===== config.mk =====
export PLATFORM = sky130hd
export DESIGN_NAME = xil_iobuf_ctrl_flat
export DESIGN_NICKNAME = d
export VERILOG_FILES = /design/src/rtl/xil_iobuf_ctrl_if.sv /design/src/rtl/xil_iobuf_ctrl.sv /design/src/flat_wrapper.sv
export SDC_FILE = /design/constraint.sdc
export NUM_CORES = 1
export LEC_CHECK = 0
export CORE_MARGIN = 5
export CORE_UTILIZATION = 40
export DETAILED_ROUTE_END_ITERATION = 6
export DONT_BUFFER_PORTS = 1
export GPL_ROUTABILITY_DRIVEN = 0
export PLACE_DENSITY = 0.61
export SLEW_MARGIN = 5
export SYNTH_ARGS = -nofsm -noshare
export SYNTH_HDL_FRONTEND = slang
export SYNTH_SLANG_ARGS = --single-unit

===== constraint.sdc =====
create_clock -name clk -period 2.49 [get_ports clk]
set_clock_uncertainty 0.2 [all_clocks]
set_input_delay 0.747 -clock clk [delete_from_list [all_inputs] [get_ports clk]]
set_output_delay 0.747 -clock clk [all_outputs]
set_load 0.03 [all_outputs]

===== src/rtl/xil_iobuf_ctrl_if.sv =====
// Bus bundle between a pad-bank controller and its user/IO-buffer side.
interface xil_iobuf_ctrl_if #(
  parameter int unsigned DATA_WIDTH = 8
);
  logic                  tx_valid;
  logic [DATA_WIDTH-1:0] tx_data;
  logic                  tx_ready;
  logic                  rx_req;
  logic                  rx_valid;
  logic [DATA_WIDTH-1:0] rx_data;
  logic [DATA_WIDTH-1:0] dio_i;
  logic [DATA_WIDTH-1:0] dio_t;
  logic [DATA_WIDTH-1:0] dio_o;
  logic                  dir;
  logic                  turn;

  // User / pad side: issues requests and supplies the pad value.
  modport master (
    output tx_valid, tx_data, rx_req, dio_o,
    input  tx_ready, rx_valid, rx_data, dio_i, dio_t, dir, turn
  );

  // Controller side.
  modport slave (
    input  tx_valid, tx_data, rx_req, dio_o,
    output tx_ready, rx_valid, rx_data, dio_i, dio_t, dir, turn
  );
endinterface


===== src/rtl/xil_iobuf_ctrl.sv =====
// Bidirectional pad-bank controller: arbitrates TX/RX bursts and inserts
// high-Z turnaround cycles on every direction change.
module xil_iobuf_ctrl #(
  parameter int unsigned DATA_WIDTH = 8,
  parameter int unsigned TURN_CYC   = 2,
  parameter int unsigned MAX_BURST  = 16
) (
  input  logic             clk,
  input  logic             rst_n,
  xil_iobuf_ctrl_if.slave  bus
);

  localparam int unsigned CNT_W = $clog2(MAX_BURST + 1);
  localparam int unsigned TC_W  = 4;

  typedef enum logic [1:0] {
    S_IN   = 2'd0,
    S_OUT  = 2'd1,
    S_TURN = 2'd2
  } state_e;

  state_e                state_q, state_d;
  state_e                target_q, target_d;
  logic [CNT_W-1:0]      beat_cnt_q, beat_cnt_d;
  logic [TC_W-1:0]       turn_cnt_q, turn_cnt_d;
  logic [DATA_WIDTH-1:0] dio_i_q, dio_i_d;
  logic [DATA_WIDTH-1:0] dio_t_q, dio_t_d;
  logic [DATA_WIDTH-1:0] rx_data_q, rx_data_d;
  logic                  rx_valid_q, rx_valid_d;
  logic                  dir_q, dir_d;
  logic                  turn_q, turn_d;

  logic own_req;
  logic other_req;
  logic at_max;
  logic go_turn;
  logic beat;

  // Requests seen from the currently owned direction; nothing is owned in turnaround.
  always_comb begin
    own_req   = 1'b0;
    other_req = 1'b0;
    case (state_q)
      S_IN: begin
        own_req   = bus.rx_req;
        other_req = bus.tx_valid;
      end
      S_OUT: begin
        own_req   = bus.tx_valid;
        other_req = bus.rx_req;
      end
      default: begin
        own_req   = 1'b0;
        other_req = 1'b0;
      end
    endcase
  end

  // Burst limit only yields the bus when the opposite side is actually waiting.
  always_comb begin
    at_max  = (beat_cnt_q == CNT_W'(MAX_BURST));
    go_turn = other_req && (!own_req || at_max);
    beat    = own_req && !(at_max && other_req);
  end

  // Accept is independent of tx_valid so the user may wait on it.
  assign bus.tx_ready = (state_q == S_OUT) && !(at_max && bus.rx_req);

  // Next-state and registered-output computation.
  always_comb begin
    state_d    = state_q;
    target_d   = target_q;
    beat_cnt_d = beat_cnt_q;
    turn_cnt_d = turn_cnt_q;
    dio_i_d    = dio_i_q;
    dio_t_d    = dio_t_q;
    rx_data_d  = rx_data_q;
    rx_valid_d = 1'b0;
    dir_d      = dir_q;
    turn_d     = turn_q;

    case (state_q)
      S_TURN: begin
        if (turn_cnt_q == TC_W'(0)) begin
          state_d    = target_q;
          beat_cnt_d = CNT_W'(0);
          turn_d     = 1'b0;
          dir_d      = (target_q == S_OUT);
        end else begin
          turn_cnt_d = turn_cnt_q - TC_W'(1);
        end
      end
      S_IN, S_OUT: begin
        if (go_turn) begin
          state_d    = S_TURN;
          target_d   = (state_q == S_IN) ? S_OUT : S_IN;
          turn_cnt_d = TC_W'(TURN_CYC - 1);
          dio_t_d    = '1;
          turn_d     = 1'b1;
          dir_d      = (state_q == S_IN);
        end else if (beat) begin
          beat_cnt_d = at_max ? CNT_W'(1) : (beat_cnt_q + CNT_W'(1));
          if (state_q == S_IN) begin
            rx_data_d  = bus.dio_o;
            rx_valid_d = 1'b1;
          end else begin
            dio_i_d = bus.tx_data;
            dio_t_d = '0;
          end
        end
      end
      default: begin
        state_d    = S_IN;
        dio_t_d    = '1;
        dir_d      = 1'b0;
        turn_d     = 1'b0;
      end
    endcase
  end

  // State and output registers; reset releases the pads immediately.
  always_ff @(posedge clk or negedge rst_n) begin
    if (!rst_n) begin
      state_q    <= S_IN;
      target_q   <= S_IN;
      beat_cnt_q <= '0;
      turn_cnt_q <= '0;
      dio_i_q    <= '0;
      dio_t_q    <= '1;
      rx_data_q  <= '0;
      rx_valid_q <= 1'b0;
      dir_q      <= 1'b0;
      turn_q     <= 1'b0;
    end else begin
      state_q    <= state_d;
      target_q   <= target_d;
      beat_cnt_q <= beat_cnt_d;
      turn_cnt_q <= turn_cnt_d;
      dio_i_q    <= dio_i_d;
      dio_t_q    <= dio_t_d;
      rx_data_q  <= rx_data_d;
      rx_valid_q <= rx_valid_d;
      dir_q      <= dir_d;
      turn_q     <= turn_d;
    end
  end

  assign bus.dio_i    = dio_i_q;
  assign bus.dio_t    = dio_t_q;
  assign bus.rx_data  = rx_data_q;
  assign bus.rx_valid = rx_valid_q;
  assign bus.dir      = dir_q;
  assign bus.turn     = turn_q;

endmodule


===== src/flat_wrapper.sv =====
// flat-port wrapper written by rule: the top's interface ports become plain ports
module xil_iobuf_ctrl_flat 
#(
  parameter int unsigned DATA_WIDTH = 8,
  parameter int unsigned TURN_CYC   = 2,
  parameter int unsigned MAX_BURST  = 16
)
  (clk, rst_n, bus_tx_valid, bus_tx_data, bus_rx_req, bus_dio_o, bus_tx_ready, bus_rx_valid, bus_rx_data, bus_dio_i, bus_dio_t, bus_dir, bus_turn);
  xil_iobuf_ctrl_if #(.DATA_WIDTH(DATA_WIDTH)) bus_i ();
  input  logic clk;
  input  logic rst_n;
  input wire logic [$bits(bus_i.tx_valid)-1:0] bus_tx_valid;
  input wire logic [$bits(bus_i.tx_data)-1:0] bus_tx_data;
  input wire logic [$bits(bus_i.rx_req)-1:0] bus_rx_req;
  input wire logic [$bits(bus_i.dio_o)-1:0] bus_dio_o;
  output wire logic [$bits(bus_i.tx_ready)-1:0] bus_tx_ready;
  output wire logic [$bits(bus_i.rx_valid)-1:0] bus_rx_valid;
  output wire logic [$bits(bus_i.rx_data)-1:0] bus_rx_data;
  output wire logic [$bits(bus_i.dio_i)-1:0] bus_dio_i;
  output wire logic [$bits(bus_i.dio_t)-1:0] bus_dio_t;
  output wire logic [$bits(bus_i.dir)-1:0] bus_dir;
  output wire logic [$bits(bus_i.turn)-1:0] bus_turn;
  assign bus_i.tx_valid = bus_tx_valid;
  assign bus_i.tx_data = bus_tx_data;
  assign bus_i.rx_req = bus_rx_req;
  assign bus_i.dio_o = bus_dio_o;
  assign bus_tx_ready = bus_i.tx_ready;
  assign bus_rx_valid = bus_i.rx_valid;
  assign bus_rx_data = bus_i.rx_data;
  assign bus_dio_i = bus_i.dio_i;
  assign bus_dio_t = bus_i.dio_t;
  assign bus_dir = bus_i.dir;
  assign bus_turn = bus_i.turn;
  xil_iobuf_ctrl #(.DATA_WIDTH(DATA_WIDTH), .TURN_CYC(TURN_CYC), .MAX_BURST(MAX_BURST)) u_core (.clk(clk), .rst_n(rst_n), .bus(bus_i));
endmodule

==> results.cfg <==
[synthesis]
synthArstFlopShare_pct = 100
synth.area.top_cells = dfrtp_1, mux2_4, mux2_2
synth_edf_count = 0
ys_ff_latch = 31
synth.net_count = 161
syn-mean-instance-area_sq_um = 11.8
yosys_warnings = 0
synth_top_area_cell = dfrtp_1
syn_area_sq_um = 1610
synth_seq_area_share_pct = 48.2
synth_cells = 137
synth_top_area_share_pct = 46.6
synth_cell_types = 41
ys.flop_type = dfrtp_1

[setup_path]
required_ps = 1540
crit_path_start_kind = flip-flop
r2r_start = u_core.beat_cnt_q[0]
r2r_cells = 6
worstSetupPathType = flip-flop to primary output
r2r_setup_slack_ps = 350
critPathArrivalTime_ps = 1470
crit_path_max_fanout = 4
timing.critical_path.from = u_core.beat_cnt_q[0]
reg2reg_to = u_core.bus.dio_i[4]
cp-end-kind = primary output

[clocking]
clk_pin_slew_worst_paths_ps = 70
cts_buffers = 5
cts_max_path_buffers = 2
cts_root_buf = clkbuf_8
htree_num_levels = 2
worst_skew_pair.late_latency_ps = 270
clock_sinks = 31
cts_tree = built

[final_layout]
nets = 159
syn2layout_area_growth_pct = 8.31
n_antenna_cell = 0
fillerInstances = 369
drive_gt1_share_pct = 27.2
final_area_sq_um = 1750

[sta]
period_share_pct = 97.0
timing.fmax_ghz = 0.414
setup-tns-final_ps = 0
layout_setup_ws_ps = 73.5
drv_slew = 0
hold_violations = 0
relSlewSlack_pct = 73.5
setup_viol = 0
min_period_ps = 2420
rsz0062_at_grt = no
worstMarginPinSlew_ps = 396

[run]
cap_violations = 0

[floorplan]
io_pins = 48
fp.dieH_microns = 73.5
core-area_sq_um = 3940
dieArea_sq_um = 5400
start_util_pct = 40.9
rows = 23
die_x_microns = 73.5

[power_and_ir_drop]
irDropWorstVdd_mv = 0.664
p_per_area_nw_per_um2 = 1530
p_leak_nw = 0.730
power_mw = 2.67

[grt]
grt-ovfl-total = 0
grt_max_degree = 31
grt_pass1_wl_microns = 5050
grtUsageTotal_pct = 12.2
grt_pass1_vias = 1036
antenna_found_initial = 0

[outcome]
status = complete, no violations

[drt]
dr.first_iter.drc_count = 53
wl_per_cell_microns = 16.6
postRouteAntennaNets = 0
drtPass1Iterations = 4
vias = 1013
routed_via_density = 5.45
drcViolationCount = 0
wl_microns = 3080

[placement]
dpl_cell_area_sq_um = 1610
place_hpwl_microns = 2260
port_buffers = 0
pre_cts_ws_ps = 246

[hold_path]
hold_path.class = input port to async pin
==> metal layers <==
metal  global-route usage (%)  vias to the layer above  routed length [microns]
met5                        0                        -                        0
met4                     4.63                        0                       40
met3                     5.75                        4                      205
met2                     18.8                       28                     1540
met1                     14.8                      504                     1300
li1                         -                      477                        -
==> final cells by class <==
| class | instances | area [sq um] | share of cell area (%) |
|---|---|---|---|
| multi-input combinational | 88 | 732 | 41.9 |
| sequential | 31 | 777 | 44.5 |
| timing repair buffer | 3 | 47.5 | 2.72 |
| clock inverter | 1 | 7.51 | 0.430 |
| inverter | 6 | 22.5 | 1.29 |
| tap | 50 | 62.6 | 3.58 |
| clock buffer | 7 | 96.3 | 5.52 |
==> synthesized netlist by cell type, drive strengths merged, types with 2 or more instances <==
cell type  number
a21oi           4
mux2           17
nor2            6
o211ai          2
or3b            2
o2bb2ai         4
xor2            2
buf            12
nand2           8
inv             6
and2            2
o21ai           4
dfrtp          30
ha              4
nand3b          2
a211oi          2
a31oi           2
nand3          11
nand2b          3
==> sequential cells by signal, summed over array words and instances (netlist names) <==
name	count
u_core.bus.rx_data	8
u_core.bus.dir	1
u_core.bus.dio_i	8
u_core.bus.rx_valid	1
u_core.state_q	2
u_core.beat_cnt_q	5
u_core.target_q	1
u_core.turn_cnt_q	4
u_core.bus.dio_t	1
==> stage by stage <==
step / cells / hold WS, ps / utilization, %
floorplan: 137 / 251 / -
global placement: 177 / 252 / 40.9
detailed placement: 177 / 252 / 40.9
CTS: 186 / 83.4 / 44.3
global route: 186 / 82.3 / 44.3
finish: 186 / 92.2 / 44.3
==> report_power, final <==
part / switching [mW] / leakage (nW) / internal (mW)
sequential: 0.509 / 0.376 / 0.745
combinational: 0.530 / 0.304 / 0.451
clock: 0.181 / 0.0505 / 0.251
total: 1.22 / 0.730 / 1.45
==> critical path, stage by stage, from the launching register on <==
cell	delay, ps
dfrtp_1	400
inv_1	70
ha_1	210
and4bb_4	230
a21oi_4	290
==> kinds of logic (layout without fill, tap and decap cells) <==
kind of cell	Yosys count	count (layout)	share of synthesized area, %
simple gates	43	43	16.2
buf+inv	18	17	6.83
compound gates	20	20	9.63
fa+ha+maj	4	4	3.11
xor+xnor	3	3	1.63
flops	31	31	48.2
mux	18	18	14.4
==> layout by cell type, fill, tap and decap left out, types with 4 or more instances in the layout <==
cell type and instances:
mux2_4 8, nor2_1 6, o2bb2ai_1 4, ha_1 4
o21ai_1 4, nand2_1 8, nand3_1 10, inv_1 5
clkbuf_8 7, mux2_2 9, dfrtp_1 30
==> timing repair <==
item,CTS,global route
setup buffers,0,0
endpoints found under the hold margin,30,0
hold buffers,1,0
endpoints found under the setup margin,1,0
gates resized for setup,1,0
==> how the worst max path moves through the flow <==
stage,end
2_1_floorplan,u_core.bus.dio_i[0]
3_3_place_gp,u_core.bus.dio_i[4]
3_5_place_dp,u_core.bus.dio_i[4]
4_1_cts,bus_tx_ready
5_1_grt,bus_tx_ready
6_report,bus_tx_ready
Note: power is estimated with default switching activity, not from simulation.
